<file path="config.mk">
export PLATFORM = sky130hd
export DESIGN_NAME = wm8731_init_sequencer
export DESIGN_NICKNAME = d
export VERILOG_FILES = /design/src/rtl/wm8731_pkg.sv /design/src/rtl/wm8731_init_rom.sv /design/src/rtl/wm8731_init_sequencer.sv
export SDC_FILE = /design/constraint.sdc
export NUM_CORES = 1
export LEC_CHECK = 0
export ABC_AREA = 1
export BUFFER_PORTS_ARGS = -buffer_cell sky130_fd_sc_hd__buf_2
export CORE_MARGIN = 5
export CORE_UTILIZATION = 50
export DETAILED_ROUTE_END_ITERATION = 16
export PLACE_DENSITY = 0.83
export SLEW_MARGIN = 40
export SYNTH_ARGS = -nofsm -noshare
export SYNTH_HDL_FRONTEND = slang
export SYNTH_SLANG_ARGS = --single-unit
export TNS_END_PERCENT = 20
</file>
<file path="constraint.sdc">
create_clock -name clk -period 1.85 [get_ports clk]
set_input_delay 0.0925 -clock clk [delete_from_list [all_inputs] [get_ports clk]]
set_output_delay 0.0925 -clock clk [all_outputs]
set_load 0.01 [all_outputs]
</file>
<file path="src/rtl/wm8731_pkg.sv">
// Shared WM8731 definitions: register addresses, sequencer state encodings
// and the default power-up register table.
package wm8731_pkg;

  localparam logic [6:0] REG_LLINVOL = 7'h00;
  localparam logic [6:0] REG_RLINVOL = 7'h01;
  localparam logic [6:0] REG_LHPOUT  = 7'h02;
  localparam logic [6:0] REG_RHPOUT  = 7'h03;
  localparam logic [6:0] REG_ANAPATH = 7'h04;
  localparam logic [6:0] REG_DIGPATH = 7'h05;
  localparam logic [6:0] REG_PWRDOWN = 7'h06;
  localparam logic [6:0] REG_IFACE   = 7'h07;
  localparam logic [6:0] REG_ACTIVE  = 7'h09;
  localparam logic [6:0] REG_RESET   = 7'h0F;

  typedef enum logic [3:0] {
    ST_PWR_WAIT = 4'd0,
    ST_ADDR     = 4'd1,
    ST_HI       = 4'd2,
    ST_LO       = 4'd3,
    ST_NEXT     = 4'd4,
    ST_BACKOFF  = 4'd5,
    ST_DONE     = 4'd6,
    ST_ERROR    = 4'd7
  } state_t;

  localparam int INIT_DEPTH = 10;

  // {reg[6:0], data[8:0]}; soft reset first, ACTIVE last so the codec only
  // starts once every other register is in place.
  function automatic logic [15:0] init_word(input logic [3:0] index);
    case (index)
      4'd0:    init_word = {REG_RESET,   9'h000};
      4'd1:    init_word = {REG_LLINVOL, 9'h017};
      4'd2:    init_word = {REG_RLINVOL, 9'h017};
      4'd3:    init_word = {REG_LHPOUT,  9'h079};
      4'd4:    init_word = {REG_RHPOUT,  9'h079};
      4'd5:    init_word = {REG_ANAPATH, 9'h012};
      4'd6:    init_word = {REG_DIGPATH, 9'h000};
      4'd7:    init_word = {REG_PWRDOWN, 9'h000};
      4'd8:    init_word = {REG_IFACE,   9'h002};
      4'd9:    init_word = {REG_ACTIVE,  9'h001};
      default: init_word = 16'h0000;
    endcase
  endfunction

endpackage

</file>
<file path="src/rtl/wm8731_init_rom.sv">
// Combinational lookup of the WM8731 init table: index -> {reg[6:0], data[8:0]}.
module wm8731_init_rom
  import wm8731_pkg::*;
(
  input  logic [3:0]  index,
  output logic [15:0] entry
);

  // Table lookup; indices past the table return zero
  always_comb begin
    entry = init_word(index);
  end

endmodule

</file>
<file path="src/rtl/wm8731_init_sequencer.sv">
// Power-up configuration sequencer for the WM8731: walks the init table as
// 3-byte I2C writes through an external byte-level master, with retry/backoff.
module wm8731_init_sequencer
  import wm8731_pkg::*;
#(
  parameter logic [6:0] PERIPH_ADDR    = 7'b0011010,
  parameter int         NUM_REGS       = INIT_DEPTH,
  parameter int         POWERUP_CYCLES = 1000,
  parameter int         MAX_RETRIES    = 3,
  parameter int         BACKOFF_CYCLES = 256,
  parameter int         TIMEOUT_CYCLES = 4096
) (
  input  logic       clk,
  input  logic       reset,
  input  logic       start,
  output logic       cmd_valid,
  input  logic       cmd_ready,
  output logic       cmd_start,
  output logic       cmd_stop,
  output logic [7:0] cmd_byte,
  input  logic       rsp_valid,
  input  logic       rsp_nack,
  output logic       busy,
  output logic       done,
  output logic       error,
  output logic [3:0] err_index,
  output logic [3:0] state_info
);

  // One counter serves power-up wait, backoff and response timeout
  localparam int MAX_WAIT_A = (POWERUP_CYCLES > BACKOFF_CYCLES) ? POWERUP_CYCLES : BACKOFF_CYCLES;
  localparam int MAX_WAIT   = (MAX_WAIT_A > TIMEOUT_CYCLES) ? MAX_WAIT_A : TIMEOUT_CYCLES;
  localparam int CNT_W      = $clog2(MAX_WAIT + 1);

  localparam logic [CNT_W-1:0] PWR_LAST     = CNT_W'(POWERUP_CYCLES - 1);
  localparam logic [CNT_W-1:0] BACKOFF_LAST = CNT_W'(BACKOFF_CYCLES - 1);
  localparam logic [CNT_W-1:0] TIMEOUT_LAST = CNT_W'(TIMEOUT_CYCLES - 1);
  localparam logic [3:0]       LAST_INDEX   = 4'(NUM_REGS - 1);
  localparam logic [2:0]       RETRY_LIMIT  = 3'(MAX_RETRIES);
  localparam logic [7:0]       ADDR_BYTE    = {PERIPH_ADDR, 1'b0};

  state_t           state_r;
  logic [CNT_W-1:0] cnt_r;
  logic [3:0]       index_r;
  logic [2:0]       retries_r;
  logic [15:0]      rom_entry_s;
  logic [6:0]       rom_reg_s;
  logic [8:0]       rom_data_s;
  logic             wait_rsp_s;
  logic             attempt_fail_s;

  wm8731_init_rom u_rom (
    .index (index_r),
    .entry (rom_entry_s)
  );

  assign rom_reg_s  = rom_entry_s[15:9];
  assign rom_data_s = rom_entry_s[8:0];
  assign state_info = state_r;

  // A byte is outstanding once its command has been accepted in a byte state
  assign wait_rsp_s = ((state_r == ST_ADDR) || (state_r == ST_HI) || (state_r == ST_LO)) && !cmd_valid;
  assign attempt_fail_s = wait_rsp_s &&
                          ((rsp_valid && rsp_nack) || (!rsp_valid && (cnt_r == TIMEOUT_LAST)));

  // Sequencer FSM with registered command and status outputs
  always_ff @(posedge clk or posedge reset) begin
    if (reset) begin
      state_r   <= ST_PWR_WAIT;
      cnt_r     <= '0;
      index_r   <= 4'd0;
      retries_r <= 3'd0;
      cmd_valid <= 1'b0;
      cmd_start <= 1'b0;
      cmd_stop  <= 1'b0;
      cmd_byte  <= 8'h00;
      busy      <= 1'b1;
      done      <= 1'b0;
      error     <= 1'b0;
      err_index <= 4'd0;
    end else begin
      case (state_r)
        ST_PWR_WAIT: begin
          if (cnt_r == PWR_LAST) begin
            state_r   <= ST_ADDR;
            cmd_valid <= 1'b1;
            cmd_start <= 1'b1;
            cmd_stop  <= 1'b0;
            cmd_byte  <= ADDR_BYTE;
          end else begin
            cnt_r <= cnt_r + CNT_W'(1);
          end
        end
        ST_ADDR, ST_HI, ST_LO: begin
          if (cmd_valid) begin
            if (cmd_ready) begin
              cmd_valid <= 1'b0;
              cmd_start <= 1'b0;
              cmd_stop  <= 1'b0;
              cnt_r     <= '0;
            end
          end else if (attempt_fail_s) begin
            if (retries_r < RETRY_LIMIT) begin
              retries_r <= retries_r + 3'd1;
              cnt_r     <= '0;
              state_r   <= ST_BACKOFF;
            end else begin
              state_r   <= ST_ERROR;
              error     <= 1'b1;
              err_index <= index_r;
              busy      <= 1'b0;
            end
          end else if (rsp_valid) begin
            case (state_r)
              ST_ADDR: begin
                state_r   <= ST_HI;
                cmd_valid <= 1'b1;
                cmd_byte  <= {rom_reg_s, rom_data_s[8]};
              end
              ST_HI: begin
                state_r   <= ST_LO;
                cmd_valid <= 1'b1;
                cmd_stop  <= 1'b1;
                cmd_byte  <= rom_data_s[7:0];
              end
              default: state_r <= ST_NEXT;
            endcase
          end else begin
            cnt_r <= cnt_r + CNT_W'(1);
          end
        end
        ST_NEXT: begin
          retries_r <= 3'd0;
          if (index_r == LAST_INDEX) begin
            state_r <= ST_DONE;
            done    <= 1'b1;
            busy    <= 1'b0;
          end else begin
            index_r   <= index_r + 4'd1;
            state_r   <= ST_ADDR;
            cmd_valid <= 1'b1;
            cmd_start <= 1'b1;
            cmd_stop  <= 1'b0;
            cmd_byte  <= ADDR_BYTE;
          end
        end
        ST_BACKOFF: begin
          if (cnt_r == BACKOFF_LAST) begin
            state_r   <= ST_ADDR;
            cmd_valid <= 1'b1;
            cmd_start <= 1'b1;
            cmd_stop  <= 1'b0;
            cmd_byte  <= ADDR_BYTE;
          end else begin
            cnt_r <= cnt_r + CNT_W'(1);
          end
        end
        ST_DONE, ST_ERROR: begin
          if (start) begin
            done      <= 1'b0;
            error     <= 1'b0;
            err_index <= 4'd0;
            index_r   <= 4'd0;
            retries_r <= 3'd0;
            busy      <= 1'b1;
            state_r   <= ST_ADDR;
            cmd_valid <= 1'b1;
            cmd_start <= 1'b1;
            cmd_stop  <= 1'b0;
            cmd_byte  <= ADDR_BYTE;
          end
        end
        default: begin
          state_r   <= ST_ERROR;
          error     <= 1'b1;
          err_index <= index_r;
          busy      <= 1'b0;
          cmd_valid <= 1'b0;
        end
      endcase
    end
  end

endmodule

</file>
# After elaboration in Yosys (flattened, before gate mapping)
# Memories as Yosys holds them, arrays and structs flattened.
# Cells that the tools add are included.
dict set report totals {
  reg_bits 42
  rom_bits 176
  input_bits 6
  out_inout_bits 22
  elab_cells 155
  n_memories 1
}
# memory words word_bits read_ports rd_clocked_by_memory_dff wr line
set mem_list {}
lappend mem_list {{(name not given)} 16 11 1 0 0 wm8731_pkg.sv:32} ;# case (index)
dict set report op_classes {
  addsub 3
  n_lt_le_gt_ge 1
  n_eq_ne 34
  mux 72
  bitwise_logic 2
  reduce_logical 30
}
# op n
set ops {}
lappend ops {{$mux W13} 7}
lappend ops {{$mux W8} 7}
lappend ops {{$mux W4} 11}
lappend ops {{$pmux W8 S5} 1}
lappend ops {{$pmux W13 S3} 1}
lappend ops {{$ne A2 B2 Y1 const B} 15}
lappend ops {{$mux W1} 27}
lappend ops {{$pmux W4 S5} 1}
lappend ops {{$ne A3 B3 Y1 const B} 6}
lappend ops {{$reduce_and A9 Y1} 2}
lappend ops {{$eq A4 B3 Y1 const B} 4}
lappend ops {{$pmux W8 S2} 1}
lappend ops {{$mux W3} 5}
lappend ops {{$pmux W1 S5} 3}
lappend ops {{$reduce_and A5 Y1} 3}
lappend ops {{$add A13 B1 Y13 const B} 1}
lappend ops {{$eq A13 B10 Y1 const B} 1}
lappend ops {{$eq A13 B12 Y1 const B} 1}
lappend ops {{$eq A13 B8 Y1 const B} 1}
lappend ops {{$pmux W4 S3} 1}
lappend ops {{$reduce_and A6 Y1} 2}
lappend ops {{$pmux W3 S3} 1}
lappend ops {{$eq A4 B2 Y1 const B} 2}
lappend ops {{$ne A4 B4 Y1 const B} 2}
lappend ops {{24 further kinds} 36}

# Longest topological paths before layout
dict set report depth {
  word_depth 8
  depth_mapped 13
  ltp_nobuf 12
}

# By module
# From an unflattened synthesis, not the netlist that was laid out.
dict set report hier_totals {
  cells_unflattened 443
  hier_area_um2 2950.3
}
# mod n_inst cells_each area_each_um2 seq_area_each_um2
set modules_own_cells {}
lappend modules_own_cells {wm8731_init_sequencer 1 400 2708.8 1027.2}
lappend modules_own_cells {wm8731_init_rom 1 43 241.5 0.0}

# Least setup slack after synthesis
# OpenSTA, ideal clock, no wires.
dict set report synth_timing {
  path_kind {register to register}
  from {register cnt_r[0]}
  to {register cnt_r[10]}
  setup_time_ps 116
  arrival_ps 1732
  required_ps 1734
  setup_slack_ps 2
  stages_incl_launch_ff 12
  path_buffers 1
  synth_period_minus_slack_ps 1848
  path_cell_list {dfrtp_1 ha_1 nand2_2 nor2_4 nand2_4 o21ai_4 nand3_4 nand3_4 inv_2 buf_6 nand2_1 nand2_1}
}
dict set report synth_via {
  elab_chain_len 7
  word_cells_on_any_way 18
  classes_between {add/sub (1); eq/ne (7); mux (6); reduce/logical (4)}
}
# element line
set synth_rtl {}
lappend synth_rtl {{start, declared} wm8731_init_sequencer.sv:43} ;# logic [CNT_W-1:0] cnt_r;
lappend synth_rtl {{start signal, assigned} wm8731_init_sequencer.sv:91} ;# cnt_r <= cnt_r + CNT_W'(1);
lappend synth_rtl {{start signal, assigned} wm8731_init_sequencer.sv:129} ;# cnt_r <= cnt_r + CNT_W'(1);
lappend synth_rtl {{start signal, assigned} wm8731_init_sequencer.sv:155} ;# cnt_r <= cnt_r + CNT_W'(1);
lappend synth_rtl {{branches (longest 7 deep; another with $add A13 B1 Y13)} --}
# Several ways; the timed one is not identified. The select of a mux whose other input is x is not followed.
# A chain may end at the register's enable or synchronous reset.

# Worst setup path after layout
dict set report layout_timing {
  from {register cnt_r[1]}
  to {register cmd_byte[0]}
}
dict set report layout_via {
  elab_chain_len 6
  word_cells_on_any_way 10
  classes_between {eq/ne (6); reduce/logical (4)}
}
# element line
set layout_rtl {}
lappend layout_rtl {{$eq A13 B12 Y1} wm8731_init_sequencer.sv:64} ;# ((rsp_valid && rsp_nack) || (!rsp_valid && (cnt_r == TIMEOUT_LAST)));
lappend layout_rtl {{$logic_and A1 B1 Y1} wm8731_init_sequencer.sv:64}
lappend layout_rtl {{$logic_or A1 B1 Y1} wm8731_init_sequencer.sv:64}
lappend layout_rtl {{$logic_and A1 B1 Y1} wm8731_init_sequencer.sv:63} ;# assign attempt_fail_s = wait_rsp_s &&
lappend layout_rtl {{$ne A2 B2 Y1 (no line)} --}
lappend layout_rtl {{$reduce_and A9 Y1 (no line) (*)} --}
lappend layout_rtl {{end signal, assigned} wm8731_init_sequencer.sv:118} ;# cmd_byte <= {rom_reg_s, rom_data_s[8]};
lappend layout_rtl {{end signal, assigned} wm8731_init_sequencer.sv:124} ;# cmd_byte <= rom_data_s[7:0];
lappend layout_rtl {{end, declared} wm8731_init_sequencer.sv:20} ;# output logic [7:0] cmd_byte,
# Every way passes the cells marked *; elsewhere a longest branch is shown, timed or not.

==> impl_results.md <==
- Crit start category: flip-flop
- N_diodes: 0
- Actual slew at the worst max-slew pin: 513 ps
- First-pass GRT wire length: 12000 µm
- Sequential fraction of the synthesis area: 0.358
- Fin. Hold Viols: 0
- Outcome: complete, no violations
- Initial antenna violation count: 0
- Switch Pwr: 339 µW
- Tmin final: 1770 ps
- Setup violations, final: 0
- Reg clk slew, reported paths: 80 ps
- Area Overhead vs Synth: 16.3%
- Setup WS post-layout: 81.4 ps
- Dpl hpwl: 5120 µm
- TritonCTS clock tree: built
- Syn avg cell area: 6.62 µm²
- GR Util met3: 0.0408
- Die H: 84.8 µm
- Hold depth: 4
- Critical path arrival: 1960 ps
- Die X: 84.8 µm
- RSZ-0062 raised after global routing: true
- Max cap viols: 0
- Fin nets: 480
- GR Util All Layers: 0.200
- Vias in the first global route: 2708
- Routed wire length per instance: 12.7 µm
- Final WL: 6850 µm
- Commonest non-fill, non-tap cell in the layout: nand2_1
- Comb pwr share: 0.032
- Clock Sinks: 40
- Grt met2 use: 0.344
- Pwr dens: 458 nW/µm²
- Peak Freq: 0.565 GHz
- Share of cells above drive strength 1: 0.183
- Worst skew pair latency: 300 ps
- CTS Buf Count: 5
- R2R Setup Slk: 80 ps
- Leak: 0.00183 µW
- Remaining DRCs: 0
- Seq cells post-synth: 40
- CTS root buffer: clkbuf_8
- Utilization after layout: 0.595
- IO Pins: 28
- Vias per cell: 5.30
- DP Worst Slack: -119 ps
- 1st-iter DRT viols: 126
- Seq pwr share: 0.588
- I/O Buffers: 25
- Initial Util: 0.512
- Total die area: 7200 µm²
- Largest net degree at the start of global routing: 41
- GRT busiest layer: met2
- Distinct cells, synth: 36
- Final clock skew: 6.32 ps
- Critical Path Sink Type: flip-flop
- Most frequent cells in the layout: 158 x nand2_1, 49 x inv_1, 35 x dfrtp_1
- Crit-path max FO: 8
- 1st-pass router iterations: 4
- Clock power frac: 0.380
- Gate Count Post-Synth: 423
- Clock buffer depth: 2
- Synth warn: 0
- Hold Crit Class: in2reg
- Power Total: 1490 µW
- H-tree levels: 2
- Mapped Area: 2800 µm²
- DR vias: 2866
- Met1 Resource Use GR: 0.248
- Pint: 1150 µW
- Slew Limit Headroom: 0.658
- GPL Wtd Cong: 0.950
- Final worst-path cycle share: 0.956
- Worst VDD drop: 436 µV
- CORE AREA: 5470 µm²
- GR Overflow Total: 0
- Row count: 27
- Max-slew violations: 0
- Antenna-violating nets left: 0
- FF-to-FF path depth: 10
- Sw frac: 0.227
- Critical Path RT: 2040 ps
- CP Class: reg2reg
per-stage QoR:
step,area (µm²),setup TNS [ps],std cells,hold slack [ps]
after global routing,3260,-184,541,237
after CTS,3200,0,538,195
after detailed placement,3100,-1050,529,253
after floorplan,2800,0,424,310
after global placement,3100,-109,529,242
final,3260,0,541,204
per-layer routing:
metal	share of wire	vias up
met5	0	-
met4	0.015	0
met3	0.044	11
met2	0.50	74
met1	0.44	1346
li1	-	1435
cells in the mapped netlist:
cell | number | area, µm²
nand2_1 | 160 | 601
a21boi_0 | 1 | 7.51
nand2_2 | 3 | 18.8
o21ai_1 | 3 | 15.0
o21ai_0 | 22 | 110
nand2_4 | 1 | 11.3
nand3_4 | 2 | 35.0
nand3b_1 | 1 | 7.51
conb_1 | 1 | 3.75
buf_4 | 2 | 15.0
nor4_1 | 1 | 6.26
inv_1 | 50 | 188
buf_1 | 2 | 7.51
or2_2 | 3 | 18.8
nand4_1 | 19 | 119
o21ai_4 | 1 | 16.3
a31oi_1 | 1 | 6.26
clkbuf_2 | 1 | 5.00
xnor2_1 | 1 | 8.76
nor2_1 | 33 | 124
dfstp_2 | 1 | 26.3
o31ai_1 | 1 | 7.51
nor2_2 | 1 | 6.26
nand3_2 | 1 | 10.0
inv_2 | 2 | 7.51
a21oi_1 | 10 | 50.1
buf_6 | 2 | 22.5
nor3_1 | 5 | 25.0
clkbuf_1 | 4 | 15.0
o21ai_2 | 1 | 8.76
nand3_1 | 35 | 175
o22ai_1 | 1 | 6.26
ha_1 | 6 | 75.1
dfrtp_1 | 39 | 976
nor2_4 | 5 | 56.3
xor2_1 | 1 | 8.76
path summary, 6_finish.rpt:
path | startpoint | to
worst min register to register | busy | busy
worst min-delay path | start | error
min in group asynchronous | reset | cnt_r[6]
max in group asynchronous | reset | state_info[2]
worst max-delay path | cnt_r[1] | cmd_byte[0]
worst max register to register | cnt_r[1] | cmd_byte[0]
registers in the layout, summed over array words and instances, names as in the netlist:
name        flops
cnt_r          13
cmd_byte        7
err_index       4
index_r         4
retries_r       3
state_info      3
busy            1
cmd_start       1
cmd_stop        1
cmd_valid       1
done            1
error           1
layout make-up:
type                    instances  area (µm²)
well taps                      72        90.1
repair buffers                 48         304
fillers                       521        2220
clock buffers                   7        76.3
flip-flops and latches         40        1010
inverters                      52         198
clock inverters                 1        5.00
multi-input cells             321        1580
critical path, cell delays in order (launching register included):
cell     delay (ps)
dfrtp_1         430
ha_4            180
nand2_2          70
nor2_4          130
nand2_4          90
o21ai_2         160
nand3_2         150
nor2_4          230
nand2_4         110
nand2_1          70
nand2_1          50
cells by family (layout without fill, tap and decap cells):
logic type	Yosys count	in the layout	share of synthesized area
and+or+nand+nor	270	270	0.433
buffers and inverters	63	108	0.0929
adders and majority gates	6	6	0.0268
DFF	40	40	0.358
AOI/OAI and AO/OA	41	41	0.0813
xor gates and xnor gates	2	2	0.00626
other	1	2	0.00134
power groups by stage:
stage	sequential (µW)	clock, µW	combinational (µW)
floorplan	896	0	29.0
global placement	895	0	45.8
detailed placement	895	0	46.8
CTS	878	585	48.8
global route	878	634	55.2
finish	878	567	47.6
timing repair:
| action | 4_1_cts | 5_1_grt |
|---|---|---|
| endpoints found under the hold margin | 39 | 0 |
| endpoints found under the setup margin | 18 | 30 |
| setup buffers | 0 | 3 |
| resized for setup | 2 | 14 |
| pin swaps | 1 | 3 |
| hold buffers | 1 | 0 |
(Power assumes the default switching activity.)
